## src/rtl/rr_hold_arbiter.sv

```systemverilog
// Round-robin arbiter with registered one-hot grants held while the owner keeps requesting.
// Define RR_ARB_HOLD_LIMIT_EN to force rotation after MAX_HOLD contended cycles.
module rr_hold_arbiter #(
  parameter int NUM_PORTS = 4,
  parameter int MAX_HOLD  = 8,
  localparam int IDX_W    = (NUM_PORTS > 1) ? $clog2(NUM_PORTS) : 1
) (
  input  logic                 clk,
  input  logic                 reset_n,
  input  logic [NUM_PORTS-1:0] req_i,
  output logic [NUM_PORTS-1:0] gnt_o,
  output logic [IDX_W-1:0]     gnt_idx_o,
  output logic                 busy_o
);

  if (NUM_PORTS < 2 || MAX_HOLD < 1) begin : g_param_check
    $error("rr_hold_arbiter: NUM_PORTS must be >= 2 and MAX_HOLD >= 1");
  end

  typedef enum logic {IDLE, GRANT} state_t;

  state_t               state_q, state_d;
  logic [NUM_PORTS-1:0] gnt_q, gnt_d;
  logic [IDX_W-1:0]     ptr_q, ptr_d;
  logic                 new_grant;
  logic                 owner_req;
  logic                 others_req;

`ifdef RR_ARB_HOLD_LIMIT_EN
  localparam int HOLD_W = $clog2(MAX_HOLD + 1);
  logic [HOLD_W-1:0] hold_q, hold_d;
`endif

  // Rotating first-set search starting at ptr, wrapping NUM_PORTS-1 -> 0.
  function automatic logic [NUM_PORTS-1:0] arb(input logic [NUM_PORTS-1:0] r,
                                               input logic [IDX_W-1:0]     p);
    logic [NUM_PORTS-1:0] g;
    logic                 found;
    int unsigned          k;
    g     = '0;
    found = 1'b0;
    for (int unsigned i = 0; i < int'(NUM_PORTS); i++) begin
      k = (int'(p) + i) % int'(NUM_PORTS);
      if (!found && r[k]) begin
        g[k]  = 1'b1;
        found = 1'b1;
      end
    end
    return g;
  endfunction

  function automatic logic [IDX_W-1:0] enc(input logic [NUM_PORTS-1:0] g);
    logic [IDX_W-1:0] idx;
    idx = '0;
    for (int unsigned i = 0; i < int'(NUM_PORTS); i++) begin
      if (g[i]) idx = idx | IDX_W'(i);
    end
    return idx;
  endfunction

  always_ff @(posedge clk or negedge reset_n) begin
    if (!reset_n) begin
      state_q <= IDLE;
      gnt_q   <= '0;
      ptr_q   <= '0;
`ifdef RR_ARB_HOLD_LIMIT_EN
      hold_q  <= '0;
`endif
    end else begin
      state_q <= state_d;
      gnt_q   <= gnt_d;
      ptr_q   <= ptr_d;
`ifdef RR_ARB_HOLD_LIMIT_EN
      hold_q  <= hold_d;
`endif
    end
  end

  always_comb begin
    state_d    = state_q;
    gnt_d      = gnt_q;
    new_grant  = 1'b0;
    owner_req  = |(req_i & gnt_q);
    others_req = |(req_i & ~gnt_q);
`ifdef RR_ARB_HOLD_LIMIT_EN
    hold_d     = hold_q;
`endif
    case (state_q)
      IDLE: begin
        if (|req_i) begin
          state_d   = GRANT;
          gnt_d     = arb(req_i, ptr_q);
          new_grant = 1'b1;
`ifdef RR_ARB_HOLD_LIMIT_EN
          hold_d    = HOLD_W'(1);
`endif
        end
      end
      GRANT: begin
        if (owner_req) begin
`ifdef RR_ARB_HOLD_LIMIT_EN
          if (hold_q == HOLD_W'(MAX_HOLD) && others_req) begin
            gnt_d     = arb(req_i & ~gnt_q, ptr_q);
            new_grant = 1'b1;
            hold_d    = HOLD_W'(1);
          end else if (hold_q != HOLD_W'(MAX_HOLD)) begin
            hold_d    = hold_q + HOLD_W'(1);
          end
`endif
        end else if (others_req) begin
          // Owner bit is already low, so it naturally loses this arbitration.
          gnt_d     = arb(req_i, ptr_q);
          new_grant = 1'b1;
`ifdef RR_ARB_HOLD_LIMIT_EN
          hold_d    = HOLD_W'(1);
`endif
        end else begin
          state_d = IDLE;
          gnt_d   = '0;
        end
      end
      default: begin
        state_d = IDLE;
        gnt_d   = '0;
      end
    endcase

    ptr_d = ptr_q;
    if (new_grant) begin
      if (enc(gnt_d) == IDX_W'(NUM_PORTS - 1)) ptr_d = '0;
      else                                     ptr_d = enc(gnt_d) + IDX_W'(1);
    end
  end

  always_comb begin
    gnt_o     = gnt_q;
    gnt_idx_o = enc(gnt_q);
    busy_o    = |gnt_q;
  end

endmodule

```

## config.mk

```make
export PLATFORM = sky130hd
export DESIGN_NAME = rr_hold_arbiter
export DESIGN_NICKNAME = d
export VERILOG_FILES = /design/src/rtl/rr_hold_arbiter.sv
export SDC_FILE = /design/constraint.sdc
export NUM_CORES = 1
export LEC_CHECK = 0
export ABC_AREA = 0
export CORE_AREA = 3 3 40 42
export CTS_BUF_LIST = sky130_fd_sc_hd__clkbuf_8
export DETAILED_ROUTE_END_ITERATION = 8
export DIE_AREA = 0 0 43 45
export HOLD_SLACK_MARGIN = 0.06
export PLACE_DENSITY_LB_ADDON = 0.1
export SLEW_MARGIN = 20
export SYNTH_ARGS = -nofsm -noshare
export SYNTH_HDL_FRONTEND = slang
export SYNTH_SLANG_ARGS = --single-unit
export TNS_END_PERCENT = 50
```

## constraint.sdc

```tcl
create_clock -name clk -period 2.83 [get_ports clk]
set_input_delay 0.566 -clock clk [delete_from_list [all_inputs] [get_ports clk]]
set_output_delay 0.566 -clock clk [all_outputs]
set_load 0.1 [all_outputs]
```

## Yosys cells after proc, flatten, opt, wreduce, memory -nomap -nowiden

Index checks and enable logic that the tools add are counted.

- Word-level logic and storage cells: 128
- Flip-flop bits (word level): 7
- Input port bits: 6

- Bitwise operators: 10
- Mux-type cells: 78
- Reductions and logical operators: 21
- Eq/ne operators: 3
- Order comparisons: 8
- Add/subtract/negate cells: 4

Operators by type and width:

| operator | count |
|---|---|
| 2-to-1 mux 4 bit | 25 |
| 2-to-1 mux 1 bit | 34 |
| bitwise OR 4 bit | 6 |
| 2-to-1 mux 2 bit | 8 |
| OR reduction 4 bit | 4 |
| < comparator 2 x 3 -> 1 bit, second input constant | 4 |
| logical AND 1 bit | 10 |
| AND 4 bit | 2 |
| binary-select mux 1 bit (select 2 bit) | 4 |
| demux 1 bit (select 2 bit) | 4 |
| >= comparator 2 x 1 -> 1 bit, second input constant | 4 |
| case mux 4 bit (2 select lines) | 1 |
| zero test 1 bit | 6 |
| adder 2 x 1 -> 2 bit, second input constant | 2 |
| adder 2 bit, second input constant | 2 |
| != test 2 bit, second input constant | 2 |
| NOT 4 bit | 1 |
| case mux 1 bit (2 select lines) | 2 |
| equality test 2 bit, second input constant | 1 |
| AND reduction 2 bit | 1 |
| NOT 1 bit | 1 |

## Logic depth before layout (Yosys ltp)

- Depth after elaboration: 33
- Depth in mapped cells: 10

## Least setup slack after synthesis

Ideal clock, no wire load.

- Path kind: reg2out
- Start: register gnt_q[1], in the netlist gnt_o[1]
- End: output port busy_o
- Buffers on the path: 0
- Setup slack: -60 ps
- Stages on the path, launching flop included: 3
- Arrival: 2324 ps
- Cells stage by stage: dfrtp_1 > or2_2 > or3_1

- Cells in the longest elaborated chain, start to end: 1

RTL lines:

| item | line | source |
|---|---|---|
| from (decl) | 23 | `logic [NUM_PORTS-1:0] gnt_q, gnt_d;` |
| from (signal assigned) | 71 | `gnt_q <= gnt_d;` |
| OR reduction 4 bit | 138 | `busy_o = \|gnt_q;` |
| to (decl) | 13 | `output logic busy_o` |

No other way between the ends.

## Final worst setup path

- Start: input port req_i[1]
- End: register ptr_q[1]

- Cells in the longest elaborated chain, start to end: 31

RTL lines:

| item | line | source |
|---|---|---|
| from (decl) | 10 | `input logic [NUM_PORTS-1:0] req_i,` |
| binary-select mux 1 bit (select 2 bit) | 44 | `if (!found && r[k]) begin` |
| 2-to-1 mux 1 bit (not written as such) | 44 |  |
| 2-to-1 mux 1 bit | 44 |  |
| 2-to-1 mux 1 bit | 110 | `end else if (others_req) begin` |
| 2-to-1 mux 1 bit | 100 | `if (owner_req) begin` |
| 2-to-1 mux 1 bit | 88 | `case (state_q)` |
| zero test 1 bit | 44 |  |
| logical AND 1 bit | 44 |  |
| [... 14 more ...] | n/a |  |
| 2-to-1 mux 4 bit | 100 |  |
| case mux 4 bit (2 select lines) | 88 |  |
| 2-to-1 mux 1 bit | 56 | `if (g[i]) idx = idx \| IDX_W'(i);` |
| 2-to-1 mux 2 bit (2 in series) | 56 |  |
| 2-to-1 mux 2 bit | 130 | `if (enc(gnt_d) == IDX_W'(NUM_PORTS - 1)) ptr_d = '0;` |
| 2-to-1 mux 2 bit | 129 | `if (new_grant) begin` |
| adder 2 x 1 -> 2 bit | 131 | `else ptr_d = enc(gnt_d) + IDX_W'(1);` |
| 2-to-1 mux 2 bit | 130 |  |
| to (signal assigned) | 72 | `ptr_q <= ptr_d;` |
| to (decl) | 24 | `logic [IDX_W-1:0] ptr_q, ptr_d;` |

Several ways; a longest one is shown, not always the timed one. The select of a mux whose other input is x is not followed.
A chain may end at the register's enable or synchronous reset.

==> results.py <==
metrics = {
    "place": {
        "portBuffers": 12,
        "dp_slack_ns": 0.144,
        "dp_hpwl_um": 1040,
        "gp_congestion": 0.783,
        "place_inst": 99,
    },
    "synth": {
        "synth_compound_area_frac": 0.203,
        "synth_cell_types": 27,
        "synth_top_area_share": 0.261,
        "syn-num-nets": 84,
        "yosysWarnings": 0,
        "ys_seq_elements": 7,
        "syn_avg_cell_area_um2": 9.33,
        "synth-seq-area-share": 0.261,
        "synth-xor-area-share": 0.0130,
        "ys_top_cells_by_area": "dfrtp_1, mux4_2, ha_1",
        "synth_fa_ha_area_frac": 0.112,
        "synth_top_family_by_area": "simple AND/OR/NAND/NOR gates",
        "synth-simple-area-share": 0.233,
        "synthMuxAreaShare": 0.134,
        "netlist_area_um2": 672,
        "synth_cells": 72,
        "synth_top_area_cell": "dfrtp_1",
    },
    "clock_network": {
        "cts_made_buffers": 3,
        "path_clk_slew_ns": 0.04,
        "ctsResizeCount": 0,
        "clk_latency_ns": 0.23,
        "cts.path.max_buffers": 2,
        "cts_htree_levels": 1,
        "cts_hold_buf": 0,
        "cts_setup_buffers": 0,
        "root_buffer": "clkbuf_8",
        "cts_sinks": 7,
        "cts_tree": "done",
    },
    "timing": {
        "layout_min_cycle_time_ns": 2.51,
        "skew_ns": 0.00201,
        "rsz0062_at_grt": "no",
        "hold_viol": 0,
        "slew_headroom": 0.781,
        "fin_crit_sh": 0.886,
        "setup_ws_ns": 0.322,
        "drv_slew": 0,
        "max_clock_freq_ghz": 0.399,
        "final-setup-viol-count": 0,
        "worst_pin_slew_ns": 0.328,
        "tns_ns": 0,
    },
    "critical_path": {
        "slowest_stage": "or4_1",
        "start_kind": "primary input",
        "crit_start": "req_i[1]",
        "cp.required_ns": 2.94,
        "critPathCaptureType": "flip-flop",
        "cpMostUsedCell": "a21oi_2",
        "path_cells": "clkdlybuf4s50_1 > or4_1 > nor2b_1 > a21oi_4 > a21oi_2 > a21oi_2 > xor2_1 > o21ai_1",
        "worstSetupPathType": "primary input to flip-flop",
        "regToRegStartpoint": "ptr_q[1]",
        "slowest_delay_ns": 0.61,
        "arrival_ns": 2.62,
        "cp_max_fo": 8,
    },
    "finish": {
        "final_core_util": 0.650,
        "diodes": 0,
        "multi_input_area_um2": 468,
        "drive_gt1_frac": 0.261,
        "ff_latch_area_um2": 175,
        "instances_no_fill": 103,
        "final_nets": 101,
        "syn2layout_area_growth_pct": 24.4,
        "fill_cells": 100,
    },
    "floorplan": {
        "core_area_mm2": 0.00128,
        "rows": 13,
        "start_util": 0.523,
        "fp.dieArea_mm2": 0.00194,
        "design.portCount": 13,
        "die_w_um": 43,
        "chipHeight_um": 45,
    },
    "detailed_routing": {
        "dr_total_vias": 602,
        "drcViolationCount": 0,
        "drt_iter0_drc": 16,
        "routedWlPerCell_um": 14.3,
        "via_per_inst": 5.84,
        "wirelength_um": 1480,
        "firstDrtPassIters": 4,
        "drtAntennaViolNets": 0,
    },
    "global_routing": {
        "grt-ovfl-total": 0,
        "grt_max_degree": 10,
        "grt_usage": 0.172,
        "grt_pass1_vias": 571,
        "grt_pass1_wl_um": 2500,
        "antenna_found_initial": 0,
    },
    "worst_hold_path": {
        "holdCritPathClass": "flip-flop to flip-flop",
        "hp-start": "gnt_o[0]",
    },
    "run_status": {
        "status": "finished, final reports clean",
    },
    "job": {
        "drv_cap": 0,
    },
}
sequential cells by signal, summed over array words and instances, names as in the netlist:
| name | count |
|---|---|
| state_q | 1 |
| ptr_q | 2 |
| gnt_o | 4 |
cell type report:
cell class	instances	area share
Multi-Input combinational cell	59	0.560
Sequential cell	7	0.210
Clock buffer	3	0.0494
Clock inverter	1	0.00449
Tap cell	15	0.0225
Inverter	5	0.0225
Timing Repair Buffer	13	0.132
cells in the mapped netlist:
cell type  number
or3_1           1
a21oi_2         2
nand3b_1        1
a222oi_1        1
o21ai_2         1
mux4_2          4
a22o_1          1
or4_1           1
a21oi_4         1
a221oi_1        3
nor2_2          1
nand2b_1        4
nor2_1          2
nor2b_1         4
nand3_1         1
a21oi_1         3
nor3_1          2
o2111ai_1       1
xor2_1          1
and3_1          1
buf_6           1
dfrtp_1         7
o21ai_1         5
ha_1            6
or2_2           2
nand2_1        10
inv_1           5
critical path: cells and delay by family:
family / cells / cell delay, ns
and+or+nand+nor: 2 / 0.81
AOI/OAI and AO/OA: 4 / 0.55
buffers and inverters: 1 / 0.52
xor gates and xnor gates: 1 / 0.16
layer usage:
| layer | GRT usage | vias up | wire [um] |
|---|---|---|---|
| met2 | 0.263 | 15 | 643 |
| met1 | 0.231 | 292 | 737 |
| met3 | 0.0478 | 2 | 75 |
| met4 | 0.0723 | 0 | 21 |
| li1 | - | 293 | - |
| met5 | 0 | - | 0 |
stage by stage:
step	cell area (um^2)	hold WS (ns)
after floorplan	673	0.270
after global placement	791	0.558
after detailed placement	791	0.559
after CTS	836	0.566
after global routing	836	0.607
final	836	0.559
placed cells by master, fill, tap and decap left out:
| master | count |
|---|---|
| nand3b_1 | 1 |
| o21ai_1 | 5 |
| dfrtp_1 | 7 |
| a221oi_1 | 3 |
| or4_1 | 1 |
| nand2_1 | 10 |
| or3_2 | 1 |
| o2111ai_1 | 1 |
| a21oi_1 | 3 |
| nor2_1 | 2 |
| nand3_1 | 1 |
| nand2b_1 | 4 |
| ha_1 | 6 |
| inv_1 | 6 |
| or2_2 | 2 |
| xor2_1 | 1 |
| a21oi_4 | 1 |
| mux4_2 | 4 |
| clkdlybuf4s50_1 | 5 |
| o21ai_2 | 1 |
| a22o_1 | 1 |
| buf_4 | 8 |
| nor2_2 | 1 |
| a222oi_1 | 1 |
| nor2b_1 | 4 |
| a21oi_2 | 2 |
| nor3_1 | 2 |
| and3_1 | 1 |
| clkbuf_8 | 3 |
cells by family (layout without fill, tap and decap cells):
logic type               count (synthesis)  count (layout)
AO/OA/AOI/OAI                           18              18
XOR/XNOR                                 1               1
adder cells (fa/ha/maj)                  6               6
buffers and inverters                    6              22
flip-flops                               7               7
multiplexers                             4               4
AND/OR/NAND/NOR                         30              30
worst paths after layout:
kind                            end  slack [ns]  cells after the start
max                        ptr_q[1]        0.32                      8
min                        gnt_o[0]        0.56                      2
max reg2reg                ptr_q[1]        0.50                      9
min reg2reg                gnt_o[0]        0.56                      2
max in group asynchronous  gnt_o[0]        1.99                      1
min in group asynchronous  ptr_q[1]        0.60                      1
Power is left out: the tool's default activity adds up to more than one toggle a clock period on the data nets, which glitch-free logic cannot reach.
==> RTL edit: new RTL, same settings <==
`NUM_PORTS`: 4 -> 2.
--- a/src/rtl/rr_hold_arbiter.sv
+++ b/src/rtl/rr_hold_arbiter.sv
@@ -1,7 +1,7 @@
 // Round-robin arbiter with registered one-hot grants held while the owner keeps requesting.
 // Define RR_ARB_HOLD_LIMIT_EN to force rotation after MAX_HOLD contended cycles.
 module rr_hold_arbiter #(
-  parameter int NUM_PORTS = 4,
+  parameter int NUM_PORTS = 2,
   parameter int MAX_HOLD  = 8,
   localparam int IDX_W    = (NUM_PORTS > 1) ? $clog2(NUM_PORTS) : 1
 ) (
Interface: changed (resized gnt_idx_o, gnt_o and req_i); port bits go from 13 to 8. The function was not compared with the original's and may differ.
==> RTL edit against the unedited design <==
Sequential cell count shrank 3; count of clock-buffer cells in the layout stayed put; wire length shrank 62%; final cell count down 52%; worst setup slack improved by 0.73 ns; global-route usage decreased by 9.8 points; design area shrank 59%; sequential share of layout area increased by 8.6 points; via count is 64% lower; synthesized area is 66% lower; critical endpoint is now busy_o; largest cell class unchanged.
==> RTL edit: results (changes against the unedited design) <==
| Metric | Value |
|---|---|
| Fillers | `135 (+35%)` |
| Slowest cell delay on critical path | `0.44 ns (-0.17 ns)` |
| Cell variety after synth | `14 (-48%)` |
| Syn Inst Count | `25 (-65%)` |
| Post-synthesis sequential area ratio | `44.20% (+18 points)` |
| Setup Skew | `0.001022 ns (-0.0009834 ns)` |
| Synth area leaders | `dfrtp_1, a21oi_1, o21ai_0` |
| Reg clk slew, reported paths | `0.03 ns` |
| Vias per cell | `4.408 (-25%)` |
| Total wire length | `567 um (-62%)` |
| Min Hold Slack | `0.5467 ns (-0.01270 ns)` |
| Vias in the first global route | `202 (-65%)` |
| Synth cell count leaders | `a21oi_1, dfrtp_1, o21ai_0` |
| Min setup slack post-route | `1.052 ns (+0.7302 ns)` |
| Worst Tran Pin Value | `0.2795 ns (-0.04801 ns)` |
| Largest net degree at the start of global routing | `9 (-1)` |
| Post-Syn Nets | `29 (-65%)` |
| Nets | `40 (-60%)` |
| Global-route wire length before repair | `938 um (-62%)` |
| Antenna violations before repair | `0 (unchanged)` |
| Status | `completed` |
| DRT iter0 DRCs | `5 (-11)` |
| DP HPWL | `414.3 um (-60%)` |
| Overall Global Routing Usage | `7.423% (-9.8 points)` |
| Final Wtd Congestion | `0.6756 (-14%)` |
| Worst reg-to-reg setup slack | `1.77 ns (+1.27 ns)` |
| Clk_lat worst skew | `0.21 ns (-0.02 ns)` |
| CP Data Arrival Time | `1.21 ns (-1.41 ns)` |
| # setup viols final | `0 (unchanged)` |
| HP Class | `in -> async` |
| Slowest CP cell | `dfrtp_1` |
RTL edit: cell count changes after synthesis, sizes merged, moves of 4 or more:
cell | before | now
ha | 6 | 0
inv | 5 | 1
mux4 | 4 | 0
nand2 | 10 | 2
nor2b | 4 | 0
RTL edit: cell families after synthesis:
group	after synthesis	share of synthesized area, %
flops	4	44.20
buf+inv	2	4.972
mux	1	4.420
compound gates	11	28.73
simple gates	7	17.68
RTL edit: cell type report:
type,count,area share (%)
clock buffers,3,12.18
inverters,1,1.107
multi-input cells,19,33.95
flip-flops and latches,4,29.52
well taps,15,5.535
repair buffers,7,17.71
RTL edit: worst paths after layout:
kind | from | end | cells past startpoint
worst max-delay path | register | busy_o | 2
worst min-delay path | reset_n | ptr_q | 1
worst max register to register | register | ptr_q | 3
worst min register to register | ptr_q | ptr_q | 1
max in group asynchronous | reset_n | gnt_o[0] | 1
min in group clk | ptr_q | ptr_q | 1
RTL edit: through the flow:
step	utilization [%]	total power, mW
5_1_grt	26.39	0.3745
4_1_cts	26.39	0.3569
2_1_floorplan	-	0.2044
3_3_place_gp	23.17	0.2368
6_report	26.39	0.3517
3_5_place_dp	23.17	0.2364
RTL edit: critical path, delay by kind of cell, from the launching register on:
kind	cells	cell delay (ns)
buffers and inverters	1	0.24
AND/OR/NAND/NOR	1	0.32
flip-flops	1	0.44
RTL edit: metal layers:
metal  global-route usage (%)  wire [um]  up-vias  part of all wire, %
li1                         -          -      108                    -
met1                    7.748        254       95                   45
met2                    9.281        255       13                   45
met3                    3.187         57        0                   10
met4                    10.84          0        0                    0
met5                        0          0        -                    0
